`src/rtl/wb_arb_pkg.sv`:
```
// Shared definitions for the write-back arbiter: unit indices, counter width
// and the unit enumeration used to name the write-back winner.
package wb_arb_pkg;

  localparam int FSQRT    = 0;
  localparam int DIV      = 1;
  localparam int FDIV     = 2;
  localparam int FADD_SUB = 3;
  localparam int R4       = 4;
  localparam int FMUL     = 5;
  localparam int MUL      = 6;
  localparam int FP       = 7;
  localparam int ALU      = 8;

  localparam int WB_NUM_UNITS = 9;
  localparam int WB_STARVE_W  = 4;

  // DEFAULT_unit stands for "no grant this cycle"
  typedef enum logic [3:0] {
    UNIT_FSQRT    = 4'd0,
    UNIT_DIV      = 4'd1,
    UNIT_FDIV     = 4'd2,
    UNIT_FADD_SUB = 4'd3,
    UNIT_R4       = 4'd4,
    UNIT_FMUL     = 4'd5,
    UNIT_MUL      = 4'd6,
    UNIT_FP       = 4'd7,
    UNIT_ALU      = 4'd8,
    DEFAULT_unit  = 4'd15
  } wb_unit_t;

endpackage

```
`src/rtl/wb_arbiter_starve_cnt.sv`:
```
// Per-unit starvation counter: counts consecutive lost cycles of a requesting
// unit, saturating at the programmed limit.
module wb_starve_cnt
  import wb_arb_pkg::*;
(
  input  logic                   clk,
  input  logic                   reset_n,
  input  logic                   req,
  input  logic                   grant,
  input  logic [WB_STARVE_W-1:0] limit,
  output logic [WB_STARVE_W-1:0] count
);

  always_ff @(posedge clk or negedge reset_n) begin
    if (!reset_n) begin
      count <= '0;
    end else if (grant || !req) begin
      count <= '0;
    end else if (count < limit) begin
      count <= count + 1'b1;
    end
  end

endmodule

```
`src/rtl/wb_arbiter.sv`:
```
// Write-back arbiter for the execute stage: fixed priority by unit index with
// optional starvation promotion (enabled by macro WB_ARB_STARVE_EN).
module wb_arbiter
  import wb_arb_pkg::*;
#(
  parameter  int NUM_UNITS    = WB_NUM_UNITS,
  parameter  int STARVE_LIMIT = 4,
  parameter  int COLL_CNT_W   = 16,
  localparam int IDX_W        = $clog2(NUM_UNITS)
) (
  input  logic                  clk,
  input  logic                  reset_n,
  input  logic [NUM_UNITS-1:0]  req,
  input  logic [NUM_UNITS-2:0]  start,
  input  logic                  rd_busy,
  output logic [NUM_UNITS-1:0]  grant,
  output logic [IDX_W-1:0]      grant_idx,
  output logic                  grant_vld,
  output logic [NUM_UNITS-1:0]  stall,
  output logic                  pipe_stall,
  output logic                  id_exe_clr,
  output logic [COLL_CNT_W-1:0] coll_cnt
);

  logic                 collision;
  logic [NUM_UNITS-1:0] eligible;
  logic [NUM_UNITS-1:0] promoted;
  logic [NUM_UNITS-1:0] pick;
  logic [NUM_UNITS-1:0] start_ext;

  assign collision = ($countones(req) > 1);
  // The ALU (top index) cannot write back while a RAW hazard is pending
  assign eligible  = req & ~{rd_busy, {(NUM_UNITS-1){1'b0}}};

`ifdef WB_ARB_STARVE_EN
  localparam logic [WB_STARVE_W-1:0] LIMIT = WB_STARVE_W'(STARVE_LIMIT);
  logic [WB_STARVE_W-1:0] starve_cnt [NUM_UNITS];

  for (genvar gi = 0; gi < NUM_UNITS; gi++) begin : g_starve
    wb_starve_cnt u_cnt (
      .clk     (clk),
      .reset_n (reset_n),
      .req     (req[gi]),
      .grant   (grant[gi]),
      .limit   (LIMIT),
      .count   (starve_cnt[gi])
    );
    assign promoted[gi] = eligible[gi] & (starve_cnt[gi] == LIMIT);
  end
`else
  assign promoted = '0;
`endif

  assign pick = (|promoted) ? promoted : eligible;

  // Descending scan so the lowest set index is the last one written
  always_comb begin
    grant     = '0;
    grant_idx = '0;
    grant_vld = 1'b0;
    for (int i = NUM_UNITS - 1; i >= 0; i--) begin
      if (pick[i]) begin
        grant     = '0;
        grant[i]  = 1'b1;
        grant_idx = IDX_W'(i);
        grant_vld = 1'b1;
      end
    end
  end

  assign stall      = {NUM_UNITS{collision}} & req & ~grant;
  assign pipe_stall = collision;

  // The ALU has no start bit; pad so the lookup is always in range
  assign start_ext  = {1'b0, start};
  assign id_exe_clr = collision & grant_vld
                    & (grant_idx < IDX_W'(NUM_UNITS - 1))
                    & start_ext[grant_idx];

  always_ff @(posedge clk or negedge reset_n) begin
    if (!reset_n) begin
      coll_cnt <= '0;
    end else if (collision && !(&coll_cnt)) begin
      coll_cnt <= coll_cnt + 1'b1;
    end
  end

endmodule

```
`config.mk`:
```
export PLATFORM = sky130hd
export DESIGN_NAME = wb_arbiter
export DESIGN_NICKNAME = d
export VERILOG_FILES = /design/src/rtl/wb_arb_pkg.sv /design/src/rtl/wb_arbiter_starve_cnt.sv /design/src/rtl/wb_arbiter.sv
export SDC_FILE = /design/constraint.sdc
export NUM_CORES = 1
export LEC_CHECK = 0
export ABC_AREA = 1
export CAP_MARGIN = 20
export CORE_UTILIZATION = 60
export DETAILED_ROUTE_END_ITERATION = 10
export DONT_BUFFER_PORTS = 1
export PLACE_DENSITY = 0.8
export SYNTH_ARGS = -nofsm -noshare
export SYNTH_HDL_FRONTEND = slang
export SYNTH_SLANG_ARGS = --single-unit
```
`constraint.sdc`:
```
create_clock -name clk -period 9.31 [get_ports clk]
set_input_delay 1.862 -clock clk [delete_from_list [all_inputs] [get_ports clk]]
set_output_delay 1.862 -clock clk [all_outputs]
set_load 0.1 [all_outputs]
```
==> impl_results.md, run 1 <==
* Detail-routed via count per cell at between 5 and 6
* Post-synth top area share at 0.275
* Post-Synthesis Cells at between 150 and 200
* Worst EP arrival at roughly 5.6 ns
* Cell with the most instances after synthesis: nand2_1
* Hold buffers post-CTS at 0
* Post-synthesis net count at 225
* FF-to-FF Start: coll_cnt[0]
* Overall routing resource usage at 0.317
* Met1 Use GR at 0.345
* Startpoint type of the worst setup path: input pin
* P_leak at between 0.8 and 0.9 nW
* Num ports at 61
* Distinct cells, synth at 27
* Clk root buf: clkbuf_4
* RSZ-0062 raised after global routing: no
* Crit path from: req[3]
* Tmin final at approximately 7.5 ns
* Input/output buffers at 0
* Fin area at 0.00189 sq mm
* Synth Register Bits at 16
* Post-CTS resize count at 0
* Slowest CP cell: nor2_2
* Util after Layout at 0.839
* Largest registers: coll_cnt: 16 flops
* Slew margin rel. at 0.237
* Share of cells above drive strength 1 at 0.318
* DRT iter0 DRCs at 46
* Initial antenna violation count at 0
* Routability cong. at just over 0.9
* Area Overhead vs Synth at 29.7%
* GRT busiest layer: met2
* Ys async rst share at 1.00
* Endpoints failing setup at 0
* Area after DPL at about 0.0018 sq mm
* Number of synthesized flops with an enable pin at 0
* Crit end category: primary output
* Post-CTS Setup Inserts at 0
* Hold Path Origin: coll_cnt[1]
* Total gr overflow at 0
* DRC at 0
* Setup TNS Final at 0 ns
* CP delay by family, top: adder cells
* Detail Placement HPWL at just over 3000 um
* Pin count of the biggest net entering global routing at 17
* Worst Max-Slew Pin Slew at between 1 and 1.5 ns
* GRT met3 Usage at 0.0804
* DIE AREA at around 0.0026 sq mm
* Hold Vio Cnt, Final at 0
* Cts bufs inserted at 3
* Seq/Total Area, Yosys at 0.275
* WL per Instance at approximately 17 um
* Met2 usage at 0.603
* Mapped Area at ~0.0015 sq mm
* Clk buf depth at 2
* Setup Skew at around 0.0019 ns
* Largest register by flop count: coll_cnt
* Critical Path RT at ~7.5 ns
* CTS clock-pin slew for the worst setup and hold paths at 0.09 ns
* Reg area at around 400 sq um
* Row count at 17
* Final Max Slew Viols at 0
* Max VDD drop at between 0.0003 and 0.0004 V
* Drt total wl at about 4100 um
* Initial Util at 0.647
* Worst path bufs/invs at 3
* Critical-path cell list: inv_1, fa_1, fa_1, fa_1, fa_1, inv_1, fa_1, xor2_1, nor3_2, buf_6, nor2_1, nand2_1, nor2_2
* FMAX at 0.134 GHz
* Antenna Nets Post-Route at 0
* CTS tree: done
* DR pass1 iterations at 4
* Ant diodes at 0
* CP most frequent cell: fa_1
* Synth Area per Inst at 7.44 sq um
* Status: complete, no violations
* Multi-input logic area at 947 sq um
* Latest clock arrival within the worst-skew pair at 0.29 ns
* Yosys warns at 0
* Vias in the first global route at roughly 1400
* Die X at 51.3 um
* Pwr dens at between 300 and 400 mW/mm^2
* Max Cap Viol at 0
* Largest area contributor in the netlist: dfrtp_1
* Fillers at about 120
* Min-delay worst type: reg -> reg
* Number of flip-flops in the largest register at 16
* Maximum fanout along the worst path at 9
* Nets@finish at ~240
* First-pass GRT wire length at slightly above 6000 um
* Final Cycle Share at 0.801
* Crit Path Class: in -> out
* Commonest cells in the netlist: nand2_1, inv_1, nor2_1
* Max incr delay on CP at 0.80 ns
* Top cells by area, synth: dfrtp_1, nand2_1, inv_1
* Clock H-tree levels at 1
* Clk sinks at 16
* Synth Flop Type: dfrtp_1
* DIE HEIGHT at approximately 51 um
* Routed vias at 1390
* CORE AREA at between 0.002 and 0.0025 sq mm
## routing by layer
metal | wire length (um) | vias to the layer above
li1 | - | 632
met1 | 1490 | 667
met2 | 2290 | 77
met4 | 113 | 0
met3 | 243 | 14
met5 | 0 | -
## worst paths after layout
check                          endpoint  slack, ns  cells past startpoint
hold reg to reg             coll_cnt[1]       1.04                      2
setup reg to reg           coll_cnt[10]       6.94                      7
min in group asynchronous   coll_cnt[6]       1.25                      0
hold / removal              coll_cnt[1]       1.04                      2
max in group asynchronous   coll_cnt[8]       7.99                      0
setup / recovery             id_exe_clr       1.85                     13
## worst min-delay path, cell delays in order (launching register included)
cell and delay, ns:
dfrtp_1 0.76, nand2_1 0.20, nand2_1 0.04
## cells by family (layout without fill, tap and decap cells)
group | after synthesis | after routing | share of synthesized area
AND/OR/NAND/NOR | 107 | 107 | 0.370
other | 1 | 1 | 0.00257
buffers and inverters | 42 | 57 | 0.124
XOR/XNOR | 16 | 16 | 0.0961
AO/OA/AOI/OAI | 5 | 5 | 0.0300
adder cells (fa/ha/maj) | 9 | 9 | 0.103
flip-flops | 16 | 16 | 0.275
## area by class of cell
cell class                 count  area share
inverter                      37      0.0735
tap                           28      0.0185
timing repair buffer          16       0.176
sequential                    16       0.212
clock buffer                   4      0.0192
multi-input combinational    138       0.501
## stage by stage
step	setup WS (ns)	cells	hold WS (ns)	power, mW
after floorplan	0.989	196	0.997	0.489
after global placement	1.84	230	1.02	0.555
after detailed placement	1.67	230	1.03	0.567
after CTS	1.65	234	1.04	0.614
after global routing	1.70	239	1.07	0.646
final	1.85	239	1.04	0.624
## cells in the final DEF (no fill, tap or decap), types with 2 or more instances in the layout
master	Yosys	layout
nand4_1	4	4
nor3_1	11	2
xor2_1	8	8
nor3_4	1	3
buf_16	0	2
clkbuf_4	0	3
nand3_2	2	2
nand2_1	37	37
nor2_1	18	13
nand3_1	14	14
inv_2	10	10
dfrtp_1	16	16
fa_1	5	5
inv_1	27	27
clkbuf_16	0	10
nand2_2	7	7
nor2_2	7	12
ha_1	4	4
nor3_2	4	11
xnor2_1	8	8
## where the power goes
part / internal (mW) / total, mW / switching, mW / leakage (nW)
Sequential: 0.0869 / 0.275 / 0.188 / 0.201
Combinational: 0.0948 / 0.303 / 0.208 / 0.661
Clock: 0.0239 / 0.0470 / 0.0231 / 0.0210
No activity file was read; power rests on OpenSTA's default activity.
==> inputs of run 2 (changes only) <==
- CORE_UTILIZATION: 60 -> 57
- PLACE_DENSITY: 0.8 -> 0.79
- clock period: 9.31 -> 6.7 ns (I/O delays scaled with it)
==> run 2 against run 1 <==
  * Utilization decreased by 4.1 points
  * Die area is 5.1% higher
  * Clock power is 37% higher
  * Critical path depth stayed put
  * Final area is 2.3% lower
  * Critical endpoint unchanged
  * Largest cell class unchanged
==> impl_results.md, run 2 (synthesis results as in run 1) <==
* Status: complete, no violations
* Tmin final at around 6.2 ns
* Num ports at 61
* Commonest non-fill, non-tap cell in the layout: nand2_1
* Maximum fanout along the worst path at 9
* Max VDD drop at around 0.00053 V
* Critical Path RT at between 5 and 6 ns
* CTS clock-pin slew for the worst setup and hold paths at ~0.090 ns
* Clock H-tree levels at 1
* Clk sinks at 16
* Max Cap Viol at 0
* RSZ-0062 raised after global routing: no
* DR pass1 iterations at 4
* Input/output buffers at 0
* Setup Skew at about 0.0008 ns
* Pin count of the biggest net entering global routing at 17
* Endpoints failing setup at 0
* P_leak at between 0.8 and 0.9 nW
* Clk buf depth at 2
* DRC at 0
* Commonest cells after routing, fill and taps aside: nand2_1, inv_1, dfrtp_1
* Routability cong. at ~0.9
* Drt total wl at approximately 3600 um
* Latest clock arrival within the worst-skew pair at ~0.29 ns
* Min-delay worst type: in -> async
* Initial Util at 0.629
* Post-CTS resize count at 0
* CTS tree: done
* Clk root buf: clkbuf_4
* Post-CTS Setup Inserts at 0
* DIE AREA at ~0.0028 sq mm
* RR Endpoint: coll_cnt[10]
* Cts bufs inserted at 3
* Detail-routed via count per cell at around 5.6
* CORE AREA at roughly 0.0023 sq mm
* Detail Placement HPWL at between 2000 and 3000 um
* Die X at 52.6 um
* Hold Vio Cnt, Final at 0
* Overall routing resource usage at 0.292
* Reg2Reg Setup Slack at between 4 and 5 ns
* Crit Path Class: in -> out
* Hold slack at approximately 0.73 ns
* Placed Instances at around 230
* Initial antenna violation count at 0
* Startpoint type of the worst setup path: input pin
* Nets@finish at 240
* Area Overhead vs Synth at 26.8%
* Fillers at around 160
* Routed vias at 1335
* Slew margin rel. at 0.257
* Share of cells above drive strength 1 at 0.319
* Antenna Nets Post-Route at 0
* WL per Instance at 15.1 um
* Largest register by flop count: coll_cnt
* Final Max Slew Viols at 0
* Reg area at 400 sq um
* Final Cycle Share at 0.921
* FF-to-FF Start: coll_cnt[0]
* Largest registers: coll_cnt: 16 flops
* Reg2Reg Depth at 7
* First-pass GRT wire length at just under 6000 um
* Pwr dens at roughly 470 mW/mm^2
* Cell Count, Final, Fillers Out at approximately 240
* Number of flip-flops in the largest register at 16
* Crit end category: primary output
* DRT iter0 DRCs at 21
* Worst Max-Slew Pin Slew at between 1 and 1.5 ns
* FMAX at around 0.16 GHz
* Row count at 17
* DIE HEIGHT at around 53 um
* Ant diodes at 0
* Multi-input logic area at 947 sq um
* Total gr overflow at 0
* Worst EP arrival at approximately 4.8 ns
* Vias in the first global route at around 1300
* Hold buffers post-CTS at 0
[run 2: cell types whose count changed in the layout (fill, tap and decap cells not counted)]
| cell | previous run | this run |
|---|---|---|
| buf_4 | 1 | 5 |
| buf_16 | 2 | 1 |
| buf_6 | 1 | 0 |
| clkbuf_1 | 1 | 0 |
| clkbuf_16 | 10 | 9 |
| clkbuf_2 | 1 | 0 |
[run 2: critical path, cell delays in order]
cell and delay, ns:
inv_1 0.09, fa_1 0.57, fa_1 0.43, fa_1 0.46
fa_1 0.37, inv_1 0.09, fa_1 0.43, nor3_2 0.36
buf_4 0.27, nor2_1 0.07, nand2_1 0.09, nor2_2 0.04
buf_4 0.22
[run 2: metal layers]
layer	global-route usage	share of wire
met5	0	0
met4	0.145	0.032
met3	0.0667	0.085
met2	0.544	0.53
met1	0.299	0.36
[run 2: worst max-delay path by stage]
stage | start | endpoint | depth (start not counted)
floorplan | req[0] | stall[5] | 11
global placement | req[0] | id_exe_clr | 13
detailed placement | req[0] | id_exe_clr | 13
CTS | req[0] | id_exe_clr | 13
global route | req[0] | id_exe_clr | 13
finish | req[0] | id_exe_clr | 13
[run 2: where the power goes]
group / total [mW] / leakage (nW) / switching [mW] / internal, mW
registers: 0.382 / 0.201 / 0.262 / 0.121
logic: 0.414 / 0.648 / 0.283 / 0.131
clock network: 0.0643 / 0.0210 / 0.0312 / 0.0331
total: 0.861 / 0.870 / 0.576 / 0.285
[run 2: final cells by class]
type | instances | share of cell area
timing repair buffer | 15 | 0.157
clock buffer | 4 | 0.0196
inverter | 37 | 0.0752
sequential | 16 | 0.217
tap | 28 | 0.0190
multi-input combinational | 138 | 0.513
[run 2: through the flow]
step	utilization	total power [mW]	cell area, sq um	setup TNS (ns)	worst slack (ns)
2_1_floorplan	-	0.679	1460	-4.47	-0.577
3_3_place_gp	0.781	0.778	1810	0	0.630
3_5_place_dp	0.781	0.796	1810	0	0.528
4_1_cts	0.797	0.861	1850	0	0.520
5_1_grt	0.797	0.894	1850	0	0.369
6_report	0.797	0.861	1850	0	0.528
